File: src/rtl/mem_bus_master.sv
// mem_bus_master: turns 16/32-bit CPU load/store requests into one or two
// halfword phases on a 16-bit synchronous memory bus.
// Optional feature: define MEM_BUS_TIMEOUT_EN to abort a phase after 255
// consecutive bus_ready=0 cycles and answer with resp_err=1.
module mem_bus_master (
  input  logic        clk,
  input  logic        rst,
  input  logic        req_valid,
  output logic        req_ready,
  input  logic        req_write,
  input  logic        req_wide,
  input  logic [31:0] req_addr,
  input  logic [31:0] req_wdata,
  output logic        resp_valid,
  output logic [31:0] resp_rdata,
  output logic        resp_err,
  output logic [31:0] bus_addr,
  output logic [15:0] bus_write,
  output logic        bus_we,
  output logic        bus_re,
  input  logic [15:0] bus_read,
  input  logic        bus_ready
);

  localparam int unsigned ADDR_W = 32;
  localparam int unsigned DATA_W = 32;
  localparam int unsigned HALF_W = 16;
`ifdef MEM_BUS_TIMEOUT_EN
  localparam int unsigned TMO_W  = 8;
`endif

  typedef enum logic [2:0] {
    ST_IDLE   = 3'd0,
    ST_RD_ISS = 3'd1,
    ST_RD_CAP = 3'd2,
    ST_WR     = 3'd3,
    ST_RESP   = 3'd4
  } state_e;

  state_e              state_q, state_d;
  logic                phase_q, phase_d;   // 0 = LO halfword, 1 = HI halfword
  logic [ADDR_W-1:0]   addr_q, addr_d;
  logic [DATA_W-1:0]   wdata_q, wdata_d;
  logic                write_q, write_d;
  logic                wide_q, wide_d;
  logic [HALF_W-1:0]   lo_q, lo_d;
  logic [HALF_W-1:0]   hi_q, hi_d;
  logic                phase_done;
  logic                tmo_hit;
`ifdef MEM_BUS_TIMEOUT_EN
  logic [TMO_W-1:0]    tmo_q, tmo_d;
  logic                resp_err_q, resp_err_d;
`endif

  logic                req_ready_q, req_ready_d;
  logic                resp_valid_q, resp_valid_d;
  logic [DATA_W-1:0]   resp_rdata_q, resp_rdata_d;
  logic [ADDR_W-1:0]   bus_addr_q, bus_addr_d;
  logic [HALF_W-1:0]   bus_write_q, bus_write_d;
  logic                bus_we_q, bus_we_d;
  logic                bus_re_q, bus_re_d;
  logic [ADDR_W-1:0]   phase_addr;

  // State, request latches and registered outputs
  always_ff @(posedge clk) begin
    if (rst) begin
      state_q      <= ST_IDLE;
      phase_q      <= 1'b0;
      addr_q       <= '0;
      wdata_q      <= '0;
      write_q      <= 1'b0;
      wide_q       <= 1'b0;
      lo_q         <= '0;
      hi_q         <= '0;
`ifdef MEM_BUS_TIMEOUT_EN
      tmo_q        <= '0;
      resp_err_q   <= 1'b0;
`endif
      req_ready_q  <= 1'b1;
      resp_valid_q <= 1'b0;
      resp_rdata_q <= '0;
      bus_addr_q   <= '0;
      bus_write_q  <= '0;
      bus_we_q     <= 1'b0;
      bus_re_q     <= 1'b0;
    end else begin
      state_q      <= state_d;
      phase_q      <= phase_d;
      addr_q       <= addr_d;
      wdata_q      <= wdata_d;
      write_q      <= write_d;
      wide_q       <= wide_d;
      lo_q         <= lo_d;
      hi_q         <= hi_d;
`ifdef MEM_BUS_TIMEOUT_EN
      tmo_q        <= tmo_d;
      resp_err_q   <= resp_err_d;
`endif
      req_ready_q  <= req_ready_d;
      resp_valid_q <= resp_valid_d;
      resp_rdata_q <= resp_rdata_d;
      bus_addr_q   <= bus_addr_d;
      bus_write_q  <= bus_write_d;
      bus_we_q     <= bus_we_d;
      bus_re_q     <= bus_re_d;
    end
  end

  // Next state, halfword phase sequencing, read capture and wait timeout
  always_comb begin
    state_d    = state_q;
    phase_d    = phase_q;
    addr_d     = addr_q;
    wdata_d    = wdata_q;
    write_d    = write_q;
    wide_d     = wide_q;
    lo_d       = lo_q;
    hi_d       = hi_q;
    phase_done = 1'b0;
    tmo_hit    = 1'b0;
`ifdef MEM_BUS_TIMEOUT_EN
    tmo_d      = '0;
`endif
    case (state_q)
      ST_IDLE: begin
        if (req_valid) begin
          addr_d  = req_addr;
          wdata_d = req_wdata;
          write_d = req_write;
          wide_d  = req_wide;
          phase_d = 1'b0;
          lo_d    = '0;
          hi_d    = '0;
          state_d = req_write ? ST_WR : ST_RD_ISS;
        end
      end
      ST_RD_ISS: state_d = ST_RD_CAP;
      ST_RD_CAP: begin
        if (bus_ready) begin
          if (phase_q) hi_d = bus_read;
          else         lo_d = bus_read;
          phase_done = 1'b1;
        end
      end
      ST_WR: begin
        if (bus_ready) phase_done = 1'b1;
      end
      ST_RESP: begin
        state_d = ST_IDLE;
        phase_d = 1'b0;
      end
      default: begin
        state_d = ST_IDLE;
        phase_d = 1'b0;
      end
    endcase

    // A completed LO phase of a wide access re-enters the same kind of phase as HI
    if (phase_done) begin
      if (wide_q && !phase_q) begin
        phase_d = 1'b1;
        state_d = write_q ? ST_WR : ST_RD_ISS;
      end else begin
        state_d = ST_RESP;
      end
    end

`ifdef MEM_BUS_TIMEOUT_EN
    // Count consecutive stalled wait cycles; the 255th one abandons the access
    if (((state_q == ST_RD_CAP) || (state_q == ST_WR)) && !bus_ready) begin
      tmo_d = tmo_q + TMO_W'(1);
      if (tmo_d == {TMO_W{1'b1}}) begin
        tmo_hit = 1'b1;
        tmo_d   = '0;
        state_d = ST_RESP;
      end
    end
`endif
  end

  // Output values for the cycle after the edge, decoded from the next state
  always_comb begin
    phase_addr   = phase_d ? (addr_d + ADDR_W'(1)) : addr_d;
    req_ready_d  = (state_d == ST_IDLE);
    bus_re_d     = (state_d == ST_RD_ISS) || (state_d == ST_RD_CAP);
    bus_we_d     = (state_d == ST_WR);
    bus_addr_d   = (bus_re_d || bus_we_d) ? phase_addr : '0;
    bus_write_d  = bus_we_d ? (phase_d ? wdata_d[31:16] : wdata_d[15:0]) : '0;
    resp_valid_d = (state_d == ST_RESP);
    resp_rdata_d = resp_rdata_q;
    if (state_d == ST_RESP) begin
      resp_rdata_d = (write_d || tmo_hit) ? '0
                   : {(wide_d ? hi_d : HALF_W'(0)), lo_d};
    end
`ifdef MEM_BUS_TIMEOUT_EN
    resp_err_d   = tmo_hit;
`endif
  end

  assign req_ready  = req_ready_q;
  assign resp_valid = resp_valid_q;
  assign resp_rdata = resp_rdata_q;
  assign bus_addr   = bus_addr_q;
  assign bus_write  = bus_write_q;
  assign bus_we     = bus_we_q;
  assign bus_re     = bus_re_q;
`ifdef MEM_BUS_TIMEOUT_EN
  assign resp_err   = resp_err_q;
`else
  assign resp_err   = 1'b0;
`endif

endmodule

File: config.mk
export PLATFORM = sky130hd
export DESIGN_NAME = mem_bus_master
export DESIGN_NICKNAME = d
export VERILOG_FILES = /design/src/rtl/mem_bus_master.sv
export SDC_FILE = /design/constraint.sdc
export NUM_CORES = 1
export LEC_CHECK = 0
export CORE_MARGIN = 10
export CORE_UTILIZATION = 56
export DETAILED_ROUTE_END_ITERATION = 12
export DONT_BUFFER_PORTS = 1
export GPL_TIMING_DRIVEN = 0
export PLACE_DENSITY = 0.71
export SYNTH_ARGS = -nofsm -noshare
export SYNTH_HDL_FRONTEND = slang
export SYNTH_SLANG_ARGS = --single-unit
File: constraint.sdc
create_clock -name clk -period 4.7 [get_ports clk]
set_input_delay 0.705 -clock clk [delete_from_list [all_inputs] [get_ports clk]]
set_output_delay 0.705 -clock clk [all_outputs]
set_load 0.1 [all_outputs]
==> results of run 1 <==
## per-layer routing
| metal | global-route usage | vias up | part of all wire |
|---|---|---|---|
| li1 | - | 3049 | - |
| met2 | 0.384 | 303 | 0.46 |
| met5 | 0 | - | 0 |
| met3 | 0.0970 | 29 | 0.12 |
| met4 | 0.0811 | 0 | 0.014 |
| met1 | 0.299 | 3172 | 0.41 |
## repair_timing
| action | in CTS | in global routing |
|---|---|---|
| hold buffers | 0 | 0 |
| endpoints found under the hold margin | 0 | 0 |
| gates resized for setup | 0 | 1 |
| endpoints found under the setup margin | 0 | 7 |
## kinds of logic (layout without fill, tap and decap cells)
logic type,Yosys count,after routing,share of synthesized area
adders and majority gates,1,1,0.00166
xor gates and xnor gates,11,11,0.0128
and+or+nand+nor,352,352,0.215
DFF,186,186,0.495
muxes,56,56,0.0764
AOI/OAI and AO/OA,172,172,0.162
buffers and inverters,64,95,0.0369
other,1,1,0.000498
## placed cells by master, fill, tap and decap left out, types with 10 or more instances in the layout
master | Yosys | layout
nand3_1 | 18 | 18
clkbuf_16 | 0 | 17
a21oi_1 | 48 | 48
nor2_1 | 97 | 97
a22o_1 | 31 | 31
o21a_1 | 10 | 10
nand4_1 | 16 | 16
clkbuf_1 | 36 | 36
a22oi_1 | 22 | 22
dfxtp_1 | 186 | 186
mux2_2 | 12 | 12
nor3_1 | 35 | 35
and3_1 | 13 | 13
buf_2 | 15 | 15
mux2i_1 | 44 | 44
nand2_1 | 128 | 128
nor4_1 | 17 | 17
o21ai_0 | 10 | 10
## cells in the mapped netlist (9+ instances only)
| master | count | area (um2) |
|---|---|---|
| o21bai_1 | 9 | 67.6 |
| and3_1 | 13 | 81.3 |
| nand3_1 | 18 | 90.1 |
| nor3_1 | 35 | 175 |
| dfxtp_1 | 186 | 3720 |
| a22oi_1 | 22 | 165 |
| a21oi_1 | 48 | 240 |
| mux2_2 | 12 | 135 |
| buf_2 | 15 | 75.1 |
| nand4_1 | 16 | 100 |
| xnor2_1 | 9 | 78.8 |
| o21ai_0 | 10 | 50.1 |
| nor4_1 | 17 | 106 |
| mux2i_1 | 44 | 440 |
| o21a_1 | 10 | 75.1 |
| nand2_1 | 128 | 480 |
| clkbuf_1 | 36 | 135 |
| nor2_1 | 97 | 364 |
| a22o_1 | 31 | 272 |
## path summary, 6_finish.rpt
kind	startpoint	end	slack [ps]	depth (start not counted)
worst max register to register	state_q[1]	bus_addr[26]	330	13
worst min register to register	wdata_q[21]	wdata_q[21]	450	2
worst min-delay path	req_wdata[21]	wdata_q[21]	400	2
worst max-delay path	state_q[1]	bus_addr[26]	330	13
## report_power, final
part	total [mW]	internal (mW)	switching (mW)
logic	0.448	0.152	0.295
registers	2.00	1.67	0.328
clock network	1.42	0.776	0.640
total	3.86	2.60	1.26
## stage by stage
step                      setup TNS (ps)  hold WS [ps]  std cells
after global placement                 0           440       1019
final                                  0           398       1050
after CTS                              0           394       1050
after global routing                   0           394       1050
after detailed placement           -7.63           445       1019
after floorplan                        0           433        843
## worst max-delay path: cells and delay by family, from the launching register on
kind,cells,cell delay [ps]
multiplexers,2,450
buffers and inverters,5,1390
flip-flops,1,310
adder cells (fa/ha/maj),1,240
AND/OR/NAND/NOR,3,1060
AO/OA/AOI/OAI,2,840
## flip-flops by register name, summed over array words and instances, names as in the netlist
register	count
write_q	1
hi_q	16
phase_q	1
wdata_q	32
req_ready	1
state_q	3
resp_valid	1
bus_re	1
bus_write	16
resp_rdata	32
bus_we	1
bus_addr	32
addr_q	32
wide_q	1
lo_q	16
## final cells by class
cell class	count	area [um2]	share of cell area
flip-flops and latches	186	3720	0.447
multi-input cells	593	3530	0.424
clock buffers	19	453	0.0543
plain buffers	57	251	0.0302
well taps	176	220	0.0264
clock inverters	12	130	0.0156
inverters	7	26.3	0.00315
==> impl_metrics.py, run 1 <==
metrics = {
    "run_status": {
        "run_status": "complete, no violations",
    },
    "floorplanning": {
        "fp.dieH_um": 136,
        "die_w_um": 136,
        "core_area_mm2": 0.0132,
        "start_util": 0.571,
        "num_rows": 42,
        "pin_count": 171,
        "die_area_mm2": 0.0185,
    },
    "logic_synthesis": {
        "yosysUniqueCellTypes": 58,
        "synthCells": 843,
        "synthesis.area_mm2": 0.00753,
        "yosys_warnings": 0,
        "synth_edf_count": 0,
        "synth_area_per_cell_um2": 8.93,
        "synth_seq_cells": 186,
        "synth_ff_type": "dfxtp_1",
        "syn_nets": 930,
        "synth_async_sr_flop_share": 0,
        "yosysSeqAreaShare": 0.495,
    },
    "drt": {
        "dr.first_iter.drc_count": 608,
        "vias": 6553,
        "drcViolationCount": 0,
        "vias_per_cell": 6.24,
        "drt-total-wl_um": 23300,
        "drt_pass1_iterations": 5,
        "wl_per_cell_um": 22.2,
        "postRouteAntennaNets": 0,
    },
    "clocking": {
        "clock_sinks": 186,
        "clock_latency_ps": 430,
        "root_buffer": "clkbuf_16",
        "clk_pin_slew_worst_paths_ps": 70,
        "cts_setup_buffers": 0,
        "clockBufferDepth": 2,
        "htree_levels": 4,
        "cts_buffers": 17,
        "cts_tree": "done",
    },
    "sta": {
        "finalWorstSetupSlack_ps": 331,
        "min_period_ps": 4370,
        "final_max_slew_viol_count": 0,
        "setup_violations": 0,
        "clock_skew_ps": 7.46,
        "period_share": 0.930,
        "hold_viol": 0,
        "rsz0062_at_grt": "no",
        "timing.fmax_mhz": 229,
        "tightest_slew_ps": 1050,
        "slew_headroom": 0.297,
    },
    "place": {
        "dpl.hpwl_um": 17500,
        "gp_congestion": 0.958,
        "io_buffers": 0,
        "dp_slack_ps": -7.63,
        "dpl_cell_area_mm2": 0.00775,
    },
    "final_layout": {
        "area_growth_pct": 10.8,
        "nFillCells": 1132,
        "nets": 949,
        "diodes": 0,
        "postLayoutCellArea_mm2": 0.00834,
        "drive_gt1_frac": 0.0789,
        "final_util": 0.632,
    },
    "grt": {
        "grt_usage": 0.244,
        "grt_pass1_wl_um": 35500,
        "antenna_found_initial": 0,
        "grt_max_degree": 18,
        "grt_pass1_vias": 6423,
        "grt_overflow_total": 0,
    },
    "critical_path": {
        "critPathArrivalTime_ps": 4720,
        "critPathRequiredTime_ps": 5050,
        "path_cells": "clkbuf_1 > nor4b_2 > buf_2 > buf_2 > buf_2 > mux2i_1 > inv_1 > ha_1 > nand3_1 > or3_1 > o2bb2ai_1 > a2111oi_2 > mux2i_1",
        "crit_path_start_kind": "register",
        "critical_path_peak_fanout": 10,
        "critPathSlowestCell": "nor4b_2",
        "path_common_cell": "buf_2",
        "cp-end-kind": "register",
        "max_stage_delay_ps": 560,
        "critical_path_class": "register to register",
    },
    "flow_run": {
        "cap_violations": 0,
    },
    "pwr": {
        "cellPowerDensity_mw_per_mm2": 463,
        "p_leak_nw": 3.05,
        "total_power_mw": 3.86,
        "ir_drop_uv": 259,
    },
    "worst_hold_path": {
        "min-delay-path-class": "input port to register",
    },
}
No activity file was read; power rests on OpenSTA's default activity.
==> run 2: changes to the inputs <==
--- a/config.mk
+++ b/config.mk
@@ -5,7 +5,6 @@
 export SDC_FILE = /design/constraint.sdc
 export NUM_CORES = 1
 export LEC_CHECK = 0
-export CORE_MARGIN = 10
 export CORE_UTILIZATION = 56
 export DETAILED_ROUTE_END_ITERATION = 12
 export DONT_BUFFER_PORTS = 1
==> run 2 against run 1 <==
Non-clock buffer count is the same. Worst setup slack gained 59 ps. Combinational power is essentially flat. Die area shrank 25%. Largest cell class unchanged. Highest routed layer unchanged. Largest power group unchanged. First-iteration DRC count grew 28%.
==> impl_metrics.py, run 2 (same netlist as run 1, synthesis figures left out) <==
metrics = {
    "floorplanning": {
        "pin_count": 171,
        "fp.dieH_um": 118,
        "die_w_um": 118,
        "num_rows": 41,
        "core_area_mm2": 0.0129,
        "die_area_mm2": 0.0139,
        "start_util": 0.585,
    },
    "sta": {
        "min_period_ps": 4310,
        "final_max_slew_viol_count": 0,
        "timing.fmax_mhz": 232,
        "setup_violations": 0,
        "hold_viol": 0,
        "finalSetupTns_ps": 0,
        "rsz0062_at_grt": "no",
        "clock_skew_ps": 7.72,
        "slew_headroom": 0.319,
        "period_share": 0.917,
        "tightest_slew_ps": 1020,
    },
    "worst_hold_path": {
        "hold_depth": 2,
        "min-delay-path-class": "input port to register",
        "whs_endpoint": "wdata_q[18]",
        "hold_start": "req_wdata[18]",
    },
    "place": {
        "io_buffers": 0,
        "dpl.hpwl_um": 15500,
        "gp_congestion": 0.943,
        "dpl_cell_area_mm2": 0.00774,
    },
    "critical_path": {
        "critical_path_peak_fanout": 10,
        "r2r_end": "bus_addr[28]",
        "crit_family": "simple AND/OR/NAND/NOR gates",
        "critPathSlowestCell": "nor4b_2",
        "critical_path_class": "register to register",
        "r2r-start": "state_q[1]",
        "r2r_slack_ps": 390,
        "critPathRequiredTime_ps": 5070,
        "path_common_cell": "buf_2",
        "max_stage_delay_ps": 550,
        "critPathBufInv": 5,
        "cp-end-kind": "register",
        "path_cells": "clkbuf_1 > nor4b_2 > buf_2 > buf_2 > buf_2 > mux2i_1 > inv_1 > ha_1 > nand3_1 > or3_1 > o2bb2ai_1 > nor4_1 > mux2i_1",
        "ff2ff_path_depth": 13,
        "critPathArrivalTime_ps": 4680,
        "crit_path_start_kind": "register",
    },
    "drt": {
        "drcViolationCount": 0,
        "vias_per_cell": 6.28,
        "dr.first_iter.drc_count": 780,
        "drt_pass1_iterations": 5,
        "drt-total-wl_um": 21300,
        "postRouteAntennaNets": 0,
        "vias": 6580,
        "wl_per_cell_um": 20.4,
    },
    "clocking": {
        "clock_sinks": 186,
        "cts_setup_buffers": 0,
        "clockBufferDepth": 2,
        "clock_latency_ps": 440,
        "cts_buffers": 17,
        "cts_tree": "done",
        "clk_pin_slew_worst_paths_ps": 70,
        "cts_hold_repair.buffers": 0,
        "cts_resized": 0,
        "root_buffer": "clkbuf_16",
        "htree_levels": 4,
    },
    "final_layout": {
        "layout_common_cells": "dfxtp_1, nand2_1, nor2_1, a21oi_1, mux2i_1",
        "area_growth_pct": 10.7,
        "final_common_cell": "dfxtp_1",
        "register_area_mm2": 0.00372,
        "diodes": 0,
        "drive_gt1_frac": 0.0800,
        "postLayoutCellArea_mm2": 0.00833,
        "multi_input_area_mm2": 0.00353,
        "nets": 949,
        "nFillCells": 1098,
    },
    "flow_run": {
        "cap_violations": 0,
    },
    "grt": {
        "antenna_found_initial": 0,
        "grt_pass1_vias": 6367,
        "grt_pass1_wl_um": 34100,
        "grt_max_degree": 18,
        "grt_usage": 0.312,
        "grt_overflow_total": 0,
    },
    "pwr": {
        "p_leak_nw": 3.04,
        "cellPowerDensity_mw_per_mm2": 460,
        "ir_drop_uv": 260,
    },
    "run_status": {
        "run_status": "complete, no violations",
    },
}
-- run 2: changes by cell type in the layout (fill, tap and decap cells not counted), sizes merged --
cell | before | now
bufinv | 1 | 0
clkbuf | 55 | 57
inv | 15 | 13
clkinvlp | 0 | 3
clkinv | 3 | 2
-- run 2: area by class of cell --
| class | count | area share |
|---|---|---|
| Tap cell | 172 | 0.0258 |
| Clock inverter | 11 | 0.0122 |
| Inverter | 7 | 0.00315 |
| Multi-Input combinational cell | 593 | 0.424 |
| Clock buffer | 21 | 0.0577 |
| Buffer | 57 | 0.0302 |
| Sequential cell | 186 | 0.447 |
-- run 2: per-stage QoR --
step	utilization	setup WS, ps	hold WS [ps]	power, mW	cells
global route	0.647	206	399	3.96	1047
detailed placement	0.601	141	447	2.46	1015
finish	0.647	390	398	3.83	1047
global placement	0.601	91.7	440	2.45	1015
floorplan	-	1120	433	2.34	843
CTS	0.647	141	396	3.83	1047
-- run 2: routing by layer --
layer,share of wire,global-route usage,vias to the layer above
met5,0,0,-
met4,0.015,0.106,0
met3,0.10,0.0925,24
met2,0.45,0.478,349
met1,0.43,0.419,3153
li1,-,-,3054
-- run 2: where the power goes --
| group | total, mW | switching (mW) | internal (mW) |
|---|---|---|---|
| registers | 1.99 | 0.324 | 1.67 |
| logic | 0.446 | 0.293 | 0.152 |
| clock network | 1.39 | 0.644 | 0.750 |
-- run 2: how the worst max path moves through the flow --
stage	end	slack (ps)	depth (start not counted)	startpoint
global placement	bus_addr[26]	90	12	req_valid
floorplan	bus_addr[26]	1120	12	req_valid
finish	bus_addr[28]	390	13	state_q[1]
CTS	bus_addr[28]	140	13	state_q[1]
detailed placement	bus_addr[26]	140	12	req_valid
global route	bus_addr[28]	210	13	state_q[1]
